===== config.mk =====
export PLATFORM = sky130hd
export DESIGN_NAME = uart_tx_arbiter
export DESIGN_NICKNAME = d
export VERILOG_FILES = /design/src/rtl/uart_pkg.sv /design/src/rtl/uart_rr_arbiter.sv /design/src/rtl/uart_tx_arbiter.sv
export SDC_FILE = /design/constraint.sdc
export NUM_CORES = 1
export LEC_CHECK = 0
export CAP_MARGIN = 20
export CELL_PAD_IN_SITES_DETAIL_PLACEMENT = 0
export CELL_PAD_IN_SITES_GLOBAL_PLACEMENT = 1
export CORE_MARGIN = 2
export CORE_UTILIZATION = 39
export DETAILED_ROUTE_END_ITERATION = 7
export PLACE_DENSITY_LB_ADDON = 0.1
export SLEW_MARGIN = 20
export SYNTH_ARGS = -nofsm -noshare
export SYNTH_HDL_FRONTEND = slang
export SYNTH_HIERARCHICAL = 1
export SYNTH_SLANG_ARGS = --single-unit

===== constraint.sdc =====
create_clock -name i_clk -period 7.8 [get_ports i_clk]
set_input_delay 1.56 -clock i_clk [delete_from_list [all_inputs] [get_ports i_clk]]
set_output_delay 1.56 -clock i_clk [all_outputs]
set_load 0.01 [all_outputs]

===== src/rtl/uart_pkg.sv =====
// Shared types and the round-robin pick helper for the UART transmit arbiter.
// Pure declarations: no latency, no flow control.
package uart_pkg;

    typedef enum logic [1:0] {IDLE, LOAD, WAIT_DONE} arb_state_t;

    localparam int UART_BYTE_W = 8;
    localparam int RR_MAX      = 8;

    // One-hot of the first set bit of valid at or after ptr, wrapping at n.
    function automatic logic [RR_MAX-1:0] rr_pick(
        input logic [RR_MAX-1:0] valid,
        input logic [2:0]        ptr,
        input logic [3:0]        n
    );
        logic [RR_MAX-1:0] pick;
        logic [3:0]        pos;
        logic              found;
        pick  = '0;
        found = 1'b0;
        for (int i = 0; i < RR_MAX; i++) begin
            pos = {1'b0, ptr} + 4'(i);
            if (pos >= n) begin
                pos = pos - n;
            end
            if ((4'(i) < n) && !found && valid[pos[2:0]]) begin
                pick[pos[2:0]] = 1'b1;
                found          = 1'b1;
            end
        end
        return pick;
    endfunction

endpackage


===== src/rtl/uart_rr_arbiter.sv =====
// Combinational round-robin pick among N_REQ requesters starting at ptr.
// Zero latency; no backpressure, the pointer register is owned by the caller.
module uart_rr_arbiter
    import uart_pkg::*;
#(
    parameter int N_REQ = 4
) (
    input  logic [N_REQ-1:0] valid,
    input  logic [2:0]       ptr,
    output logic [N_REQ-1:0] pick
);

    logic [RR_MAX-1:0] valid_ext;
    logic [RR_MAX-1:0] pick_full;
    logic              unused_pick_hi;

    always_comb begin
        valid_ext              = '0;
        valid_ext[N_REQ-1:0]   = valid;
    end

    assign pick_full      = rr_pick(valid_ext, ptr, 4'(N_REQ));
    assign pick           = pick_full[N_REQ-1:0];
    assign unused_pick_hi = |pick_full;

endmodule


===== src/rtl/uart_tx_arbiter.sv =====
// Packet-granular round-robin sharing of one UART_TX among N_REQ byte streams, with a done watchdog.
// Grant 1 cycle after valid, start 1 cycle after accept; owner is held (no preemption) until its last byte is done.
module uart_tx_arbiter
    import uart_pkg::*;
#(
    parameter int N_REQ      = 4,
    parameter int DATA_W     = UART_BYTE_W,
    parameter int TX_TIMEOUT = 16384
) (
    input  logic                    i_clk,
    input  logic                    i_aresetn,
    input  logic [N_REQ-1:0]        i_req_valid,
    input  logic [N_REQ*DATA_W-1:0] i_req_data,
    input  logic [N_REQ-1:0]        i_req_last,
    output logic [N_REQ-1:0]        o_req_ready,
    output logic [N_REQ-1:0]        o_grant,
    output logic                    o_tx_start,
    output logic [DATA_W-1:0]       o_tx_data,
    input  logic                    i_tx_done,
    output logic                    o_busy,
    output logic                    o_err
);

    localparam int              WD_W    = $clog2(TX_TIMEOUT + 1);
    localparam logic [WD_W-1:0] WD_LAST = WD_W'(TX_TIMEOUT - 1);
    localparam logic [WD_W-1:0] WD_MAX  = WD_W'(TX_TIMEOUT);

    arb_state_t        state, state_nxt;
    logic [N_REQ-1:0]  pick;
    logic [2:0]        ptr, ptr_after;
    logic [DATA_W-1:0] sel_data;
    logic              sel_last, last_q;
    logic              load, release_grant, err_nxt;
    logic [WD_W-1:0]   wd;

    uart_rr_arbiter #(.N_REQ(N_REQ)) u_rr (
        .valid (i_req_valid),
        .ptr   (ptr),
        .pick  (pick)
    );

    // Owner's byte, last flag and the pointer slot just past the owner.
    always_comb begin
        sel_data  = '0;
        sel_last  = 1'b0;
        ptr_after = '0;
        for (int k = 0; k < N_REQ; k++) begin
            if (o_grant[k]) begin
                sel_data  = i_req_data[k*DATA_W +: DATA_W];
                sel_last  = i_req_last[k];
                ptr_after = (k == N_REQ - 1) ? 3'd0 : 3'(k + 1);
            end
        end
    end

    assign o_req_ready = (state == LOAD) ? o_grant : '0;
    assign o_busy      = (state != IDLE);

    always_comb begin
        state_nxt     = state;
        load          = 1'b0;
        release_grant = 1'b0;
        err_nxt       = 1'b0;
        case (state)
            IDLE: begin
                if (|i_req_valid) begin
                    state_nxt = LOAD;
                end
            end
            LOAD: begin
                if (|(i_req_valid & o_req_ready)) begin
                    state_nxt = WAIT_DONE;
                    load      = 1'b1;
                end
            end
            WAIT_DONE: begin
                // A done arriving on the timeout cycle wins over the abort.
                if (i_tx_done) begin
                    if (last_q) begin
                        state_nxt     = IDLE;
                        release_grant = 1'b1;
                    end else begin
                        state_nxt = LOAD;
                    end
                end else if (wd == WD_LAST) begin
                    state_nxt     = IDLE;
                    release_grant = 1'b1;
                    err_nxt       = 1'b1;
                end
            end
            default: state_nxt = IDLE;
        endcase
    end

    always_ff @(posedge i_clk or negedge i_aresetn) begin
        if (!i_aresetn) begin
            state <= IDLE;
        end else begin
            state <= state_nxt;
        end
    end

    always_ff @(posedge i_clk or negedge i_aresetn) begin
        if (!i_aresetn) begin
            o_grant    <= '0;
            ptr        <= '0;
            o_tx_data  <= '0;
            last_q     <= 1'b0;
            o_tx_start <= 1'b0;
            o_err      <= 1'b0;
            wd         <= '0;
        end else begin
            o_tx_start <= load;
            o_err      <= err_nxt;
            if (state == IDLE) begin
                o_grant <= pick;
            end else if (release_grant) begin
                o_grant <= '0;
                ptr     <= ptr_after;
            end
            if (load) begin
                o_tx_data <= sel_data;
                last_q    <= sel_last;
            end
            if ((state == WAIT_DONE) && (state_nxt == WAIT_DONE)) begin
                if (wd != WD_MAX) begin
                    wd <= wd + 1'b1;
                end
            end else begin
                wd <= '0;
            end
        end
    end

endmodule


-- After elaboration in Yosys (flattened, before gate mapping)
Cells that the tools add are included.
Widths: inputs -> output; s select.
- register bits: 35
- latch bits: 0
- RAM bits: 0
- memory bits (read-only): 0
- input port bits: 43
- logic and storage cells: 114
- memories: 0
- add/subtract/negate cells: 8
- multipliers: 0
- divide/modulo/power cells: 0
- order comparisons: 12
- equal/unequal tests: 6
- shift-type cells: 0
- multiplexer cells: 58
- bitwise logic cells: 5
- reductions and logical operators: 17
- operators by type and width (cell ; count):
    $mux 8 ; 4
    $mux 15 ; 2
    $mux 4 ; 7
    $mux 1 ; 25
    $mux 3 ; 6
    $lt 3x4->1 const B ; 4
    $add 15x1->15 const B ; 1
    $eq 15x14->1 const B ; 1
    $ne 15x15->1 const B ; 1
    $bmux 1 s3 ; 4
    $demux 1 s3 ; 4
    $ge 3x1->1 const B ; 4
    $ge 4x3->1 const B ; 3
    $or 4x4->4 ; 3
    $sub 3x3->3 const B ; 4
    $mux 2 ; 5
    $add 3x2->4 const B ; 2
    $logic_and 1x1->1 ; 8
    $reduce_or 4->1 ; 2
    $pmux 2 s3 ; 1
    $add 3x1->4 const B ; 1
    $and 4x4->4 ; 1
    $eq 2x2->1 const B ; 2
    $reduce_bool 2->1 ; 2
    other kinds (7) ; 9

-- Longest topological paths before layout
- depth in word-level cells: 15
- mapped depth: 11

-- Cells and area by module
Netlist, hierarchy kept.
- by module, submodules not included (module ; instances ; cells each ; area each (um^2)):
    uart_tx_arbiter ; 1 ; 217 ; 1913.1
    uart_rr_arbiter ; 1 ; 49 ; 420.4

-- Worst setup path after synthesis
OpenSTA, ideal clock, no wires.
- kind: input port to flip-flop
- start point: in i_req_valid[2]
- end point: reg o_grant[3]
- arrival: 2.876 ns
- data required time: 7.717 ns
- path slack: 4.841 ns
- stages: 6
- path buffers: 0
- path through: mux4_2 a221oi_4 o21ai_2 o311ai_2 nand2_1 o21ai_0
- word-level cells in the longest chain between the ends: 13
- RTL lines (item ; line ; source):
    from (decl) ; uart_tx_arbiter.sv:12 ; input logic [N_REQ-1:0] i_req_valid,
    $bmux 1 s3 ; uart_pkg.sv:26 ; if ((4'(i) < n) && !found && valid[pos[2:0]]) begin
    $mux 1 (not written as such) ; uart_pkg.sv:26 ;
    $mux 1 ; uart_pkg.sv:26 ;
    $logic_not 1->1 ; uart_pkg.sv:26 ;
    $logic_and 1x1->1 ; uart_pkg.sv:26 ;
    $mux 1 ; uart_pkg.sv:26 ;
    $logic_not 1->1 ; uart_pkg.sv:26 ;
    $logic_and 1x1->1 ; uart_pkg.sv:26 ;
    $mux 1 ; uart_pkg.sv:26 ;
    $logic_not 1->1 ; uart_pkg.sv:26 ;
    $logic_and 1x1->1 ; uart_pkg.sv:26 ;
    $mux 4 (*) ; uart_pkg.sv:26 ;
    via pick[3] ; uart_tx_arbiter.sv:29 ; logic [N_REQ-1:0] pick;
    $mux 4 (*) ; uart_tx_arbiter.sv:115 ; if (state == IDLE) begin
    to (signal assigned) ; uart_tx_arbiter.sv:116 ; o_grant <= pick;
    to (decl) ; uart_tx_arbiter.sv:16 ; output logic [N_REQ-1:0] o_grant,
The timed path passes the listed nets; every way through them passes the cells marked *. The select of a mux whose other input is x is not followed.
A chain may end at the register's enable or synchronous reset.

-- Final worst setup path
- start point: reg o_grant[1]
- end point: out o_req_ready[1]
- word-level cells in the longest chain between the ends: 1
- RTL lines (item ; line ; source):
    $mux 4 ; uart_tx_arbiter.sv:56 ; assign o_req_ready = (state == LOAD) ? o_grant : '0;
    to (decl) ; uart_tx_arbiter.sv:15 ; output logic [N_REQ-1:0] o_req_ready,
No other way between the ends.

==> qor.csv <==
metric,value,unit
result of the run,completed,
Worst Path Required,6.24,ns
worst reg-to-reg path cell count,8,
DPL Wire Length,4190,um
via count of the routed design,2072,
static leakage,1.21,nW
total setup violations reported at the end of the flow,0,
most frequent cell after synthesis,sky130_fd_sc_hd__dfrtp_1,
ratio of cells with drive above 1 in the final layout,8.33,%
Yosys reg bits,34,
via count of the first global-routing pass,1926,
number of enable flip-flop cells after synthesis,0,
standard-cell row count,28,
cell type contributing the most total cell area after synthesis,sky130_fd_sc_hd__dfrtp_1,
R2R Path Start,ptr[0],
Tmin final,3.50,ns
area share of the leading cell type in the synthesized netlist,36.5,%
slew of the pin with the lowest slew margin,0.788,ns
initial DRC count,126,
clock buffers created by TritonCTS,5,
clock root buffer master,sky130_fd_sc_hd__clkbuf_8,
Crit Reg-Reg Endpoint,o_grant[3],
count of unique library cells instantiated by Yosys,50,
CTS H-tree depth,2,
startpoint-to-endpoint class of the critical path,flop to primary output,
Congestion Overflow GR,0,
clock tree from TritonCTS,done,
Max Slew Vio Count,0,
Resize count post-CTS,0,
part of the total power dissipated in combinational logic,48.5,%
Post-Layout Cell Count,399,
clock slew at reported path FFs,0.07,ns
accumulated negative setup slack,0,ns
Max IR drop VDD,0.156,mV
average footprint of a synthesized cell,8.77,sq um
Initial Util,39.9,%
die boundary width,81.4,um
sequential area share after synthesis,36.5,%
count of buffers from port buffering,61,
CP max FO,22,
number of hold buffers added after cts,0,
count of placed standard cells including taps,391,
"Hold Vio Cnt, Final",0,
clock net sink count,34,
y dimension of the die,81.4,um
number of remaining DRC errors,0,
sequential group share of total power,35.6,%
Worst-Skew Late Latency,0.28,ns
top cells by area in the synthesized netlist,"sky130_fd_sc_hd__dfrtp_1 (36%), sky130_fd_sc_hd__a21oi_1 (6.6%), sky130_fd_sc_hd__nor2_1 (4.7%)",
hold path startpoint,wd[14],
endpoint of the worst hold-timing path,o_err,
routed vias/inst,5.19,
Post-Syn Area,2330,sq um
cells after synthesis,266,
setup repair after global routing missed its margin,false,
residual antenna-violating net count after detailed routing,0,
Critical Path End Type,primary output,
First-pass DRT Iterations,4,
final hold slack,0.525,ns
P per Cell Area,274,nW/um^2
nature of the critical path startpoint,flop,
Final #Nets,371,
total track usage,18.3,%
internal portion of total power,0.000498,W
number of warning messages in the yosys log,6,
reg2reg setup slack,4.69,ns
class of the most critical hold timing path,flop to flop,
first-pass GRT wire length,9380,um
number of antenna violations at the first check in global routing,0,
worst slack after detailed placement,4.08,ns
I/O pin count,62,
sw frac,40.0,%
Setup Skew,0.00530,ns
pin count of the biggest net entering global routing,35,
Max Freq,286,MHz
antenna cells,0,
part of the power in the clock network,15.9,%
number of post-CTS setup repair buffers,0,
fraction of synthesis flops using an asynchronous set or reset pin,100,%
data arrival at the endpoint of the critical path,1.94,ns
post-layout worst setup margin,4.30,ns
most frequent cells after synthesis,"sky130_fd_sc_hd__dfrtp_1 (34), sky130_fd_sc_hd__a21oi_1 (31), sky130_fd_sc_hd__nor2_1 (29)",
Area Growth Syn to Fin,29.8,%
buffer depth of the longest clock path,2,
worst max-slew margin expressed relative to the limit,47.5,%
Net Switching,0.000331,W
Core Footprint,5850,sq um
total of max-cap violations,0,
Final Wtd Congestion,0.867,
WL final,5740,um
final period utilization,44.9,%
wire length per cell,14.4,um
"Core Util, Final",51.8,%
number of cells traversed by the worst hold path,1,
area of the die,6620,sq um
top flip-flop cell by instance count after synthesis,sky130_fd_sc_hd__dfrtp_1,
## sequential cells by signal, indices dropped and copies added (netlist names)
name,flops
o_err,1
wd,15
last_q,1
o_tx_data,8
o_grant,4
o_tx_start,1
ptr,2
state,2
## worst max-delay path, stage by stage, from the launching register on
cell and delay [ns]:
sky130_fd_sc_hd__dfrtp_1 0.75, sky130_fd_sc_hd__inv_1 0.16, sky130_fd_sc_hd__nor2_1 0.19, sky130_fd_sc_hd__clkdlybuf4s50_1 0.56
## cells by family after synthesis
family                     count (synthesis)  share of synthesized area (%)
AOI/OAI and AO/OA                         72                           19.7
xor gates and xnor gates                  12                           4.50
adders and majority gates                  5                           2.68
buffers and inverters                     33                           8.20
DFF                                       34                           36.5
muxes                                      8                           4.99
other                                      1                          0.161
and+or+nand+nor                          101                           23.3
## routing by layer
| metal | GRT usage (%) | up-vias | routed length, um |
|---|---|---|---|
| li1 | - | 1048 | - |
| met1 | 26.0 | 972 | 2650 |
| met2 | 28.9 | 46 | 2760 |
| met3 | 3.11 | 6 | 274 |
| met4 | 4.07 | 0 | 51 |
| met5 | 0 | - | 0 |
## stage by stage
step / total power, W / cell area, sq um
global route: 0.000905 / 3030
floorplan: 0.000561 / 2350
detailed placement: 0.000704 / 2940
finish: 0.000829 / 3030
global placement: 0.000704 / 2940
CTS: 0.000839 / 3030
## worst max-delay path by stage
| stage | start | to |
|---|---|---|
| 5_1_grt | o_grant[1] | o_req_ready[1] |
| 3_5_place_dp | i_req_valid[0] | o_grant[3] |
| 6_report | o_grant[1] | o_req_ready[1] |
| 3_3_place_gp | i_req_valid[0] | o_grant[3] |
| 4_1_cts | o_grant[1] | o_req_ready[1] |
| 2_1_floorplan | i_req_valid[2] | o_grant[3] |
## cell type report
cell class | instances | area (sq um)
fill | 564 | 2820
multi-input combinational | 203 | 1310
sequential | 34 | 851
timing repair buffer | 63 | 626
tap | 75 | 93.8
clock buffer | 7 | 86.3
inverter | 16 | 60.1
clock inverter | 1 | 5.00
## placed cells by master, fill, tap and decap left out, types with 3 or more instances in the layout
cell type                         Yosys  final
sky130_fd_sc_hd__a22oi_1             11     11
sky130_fd_sc_hd__and2_1               4      4
sky130_fd_sc_hd__nand2_1             20     20
sky130_fd_sc_hd__dfrtp_1             34     34
sky130_fd_sc_hd__clkbuf_8             3      6
sky130_fd_sc_hd__inv_1               16     16
sky130_fd_sc_hd__nand3_1             10     10
sky130_fd_sc_hd__mux2i_1              3      3
sky130_fd_sc_hd__nor2_1              29     29
sky130_fd_sc_hd__conb_1               1      5
sky130_fd_sc_hd__ha_1                 5      5
sky130_fd_sc_hd__o21ai_0             16     16
sky130_fd_sc_hd__nand4_1              9      9
sky130_fd_sc_hd__a21oi_1             31     31
sky130_fd_sc_hd__clkdlybuf4s50_1      0     61
sky130_fd_sc_hd__nor4_1               3      3
sky130_fd_sc_hd__nor2b_1              3      3
sky130_fd_sc_hd__xor2_1              11     11
sky130_fd_sc_hd__nand2b_1             4      4
## power by group through the flow
stage	Sequential (W)	Combinational, W	Clock [W]
after floorplan	0.000265	0.000296	0
after global placement	0.000300	0.000404	0
after detailed placement	0.000298	0.000405	0
after CTS	0.000295	0.000406	0.000138
after global routing	0.000307	0.000453	0.000145
final	0.000295	0.000402	0.000132
Power figures use the tool's default switching activity.
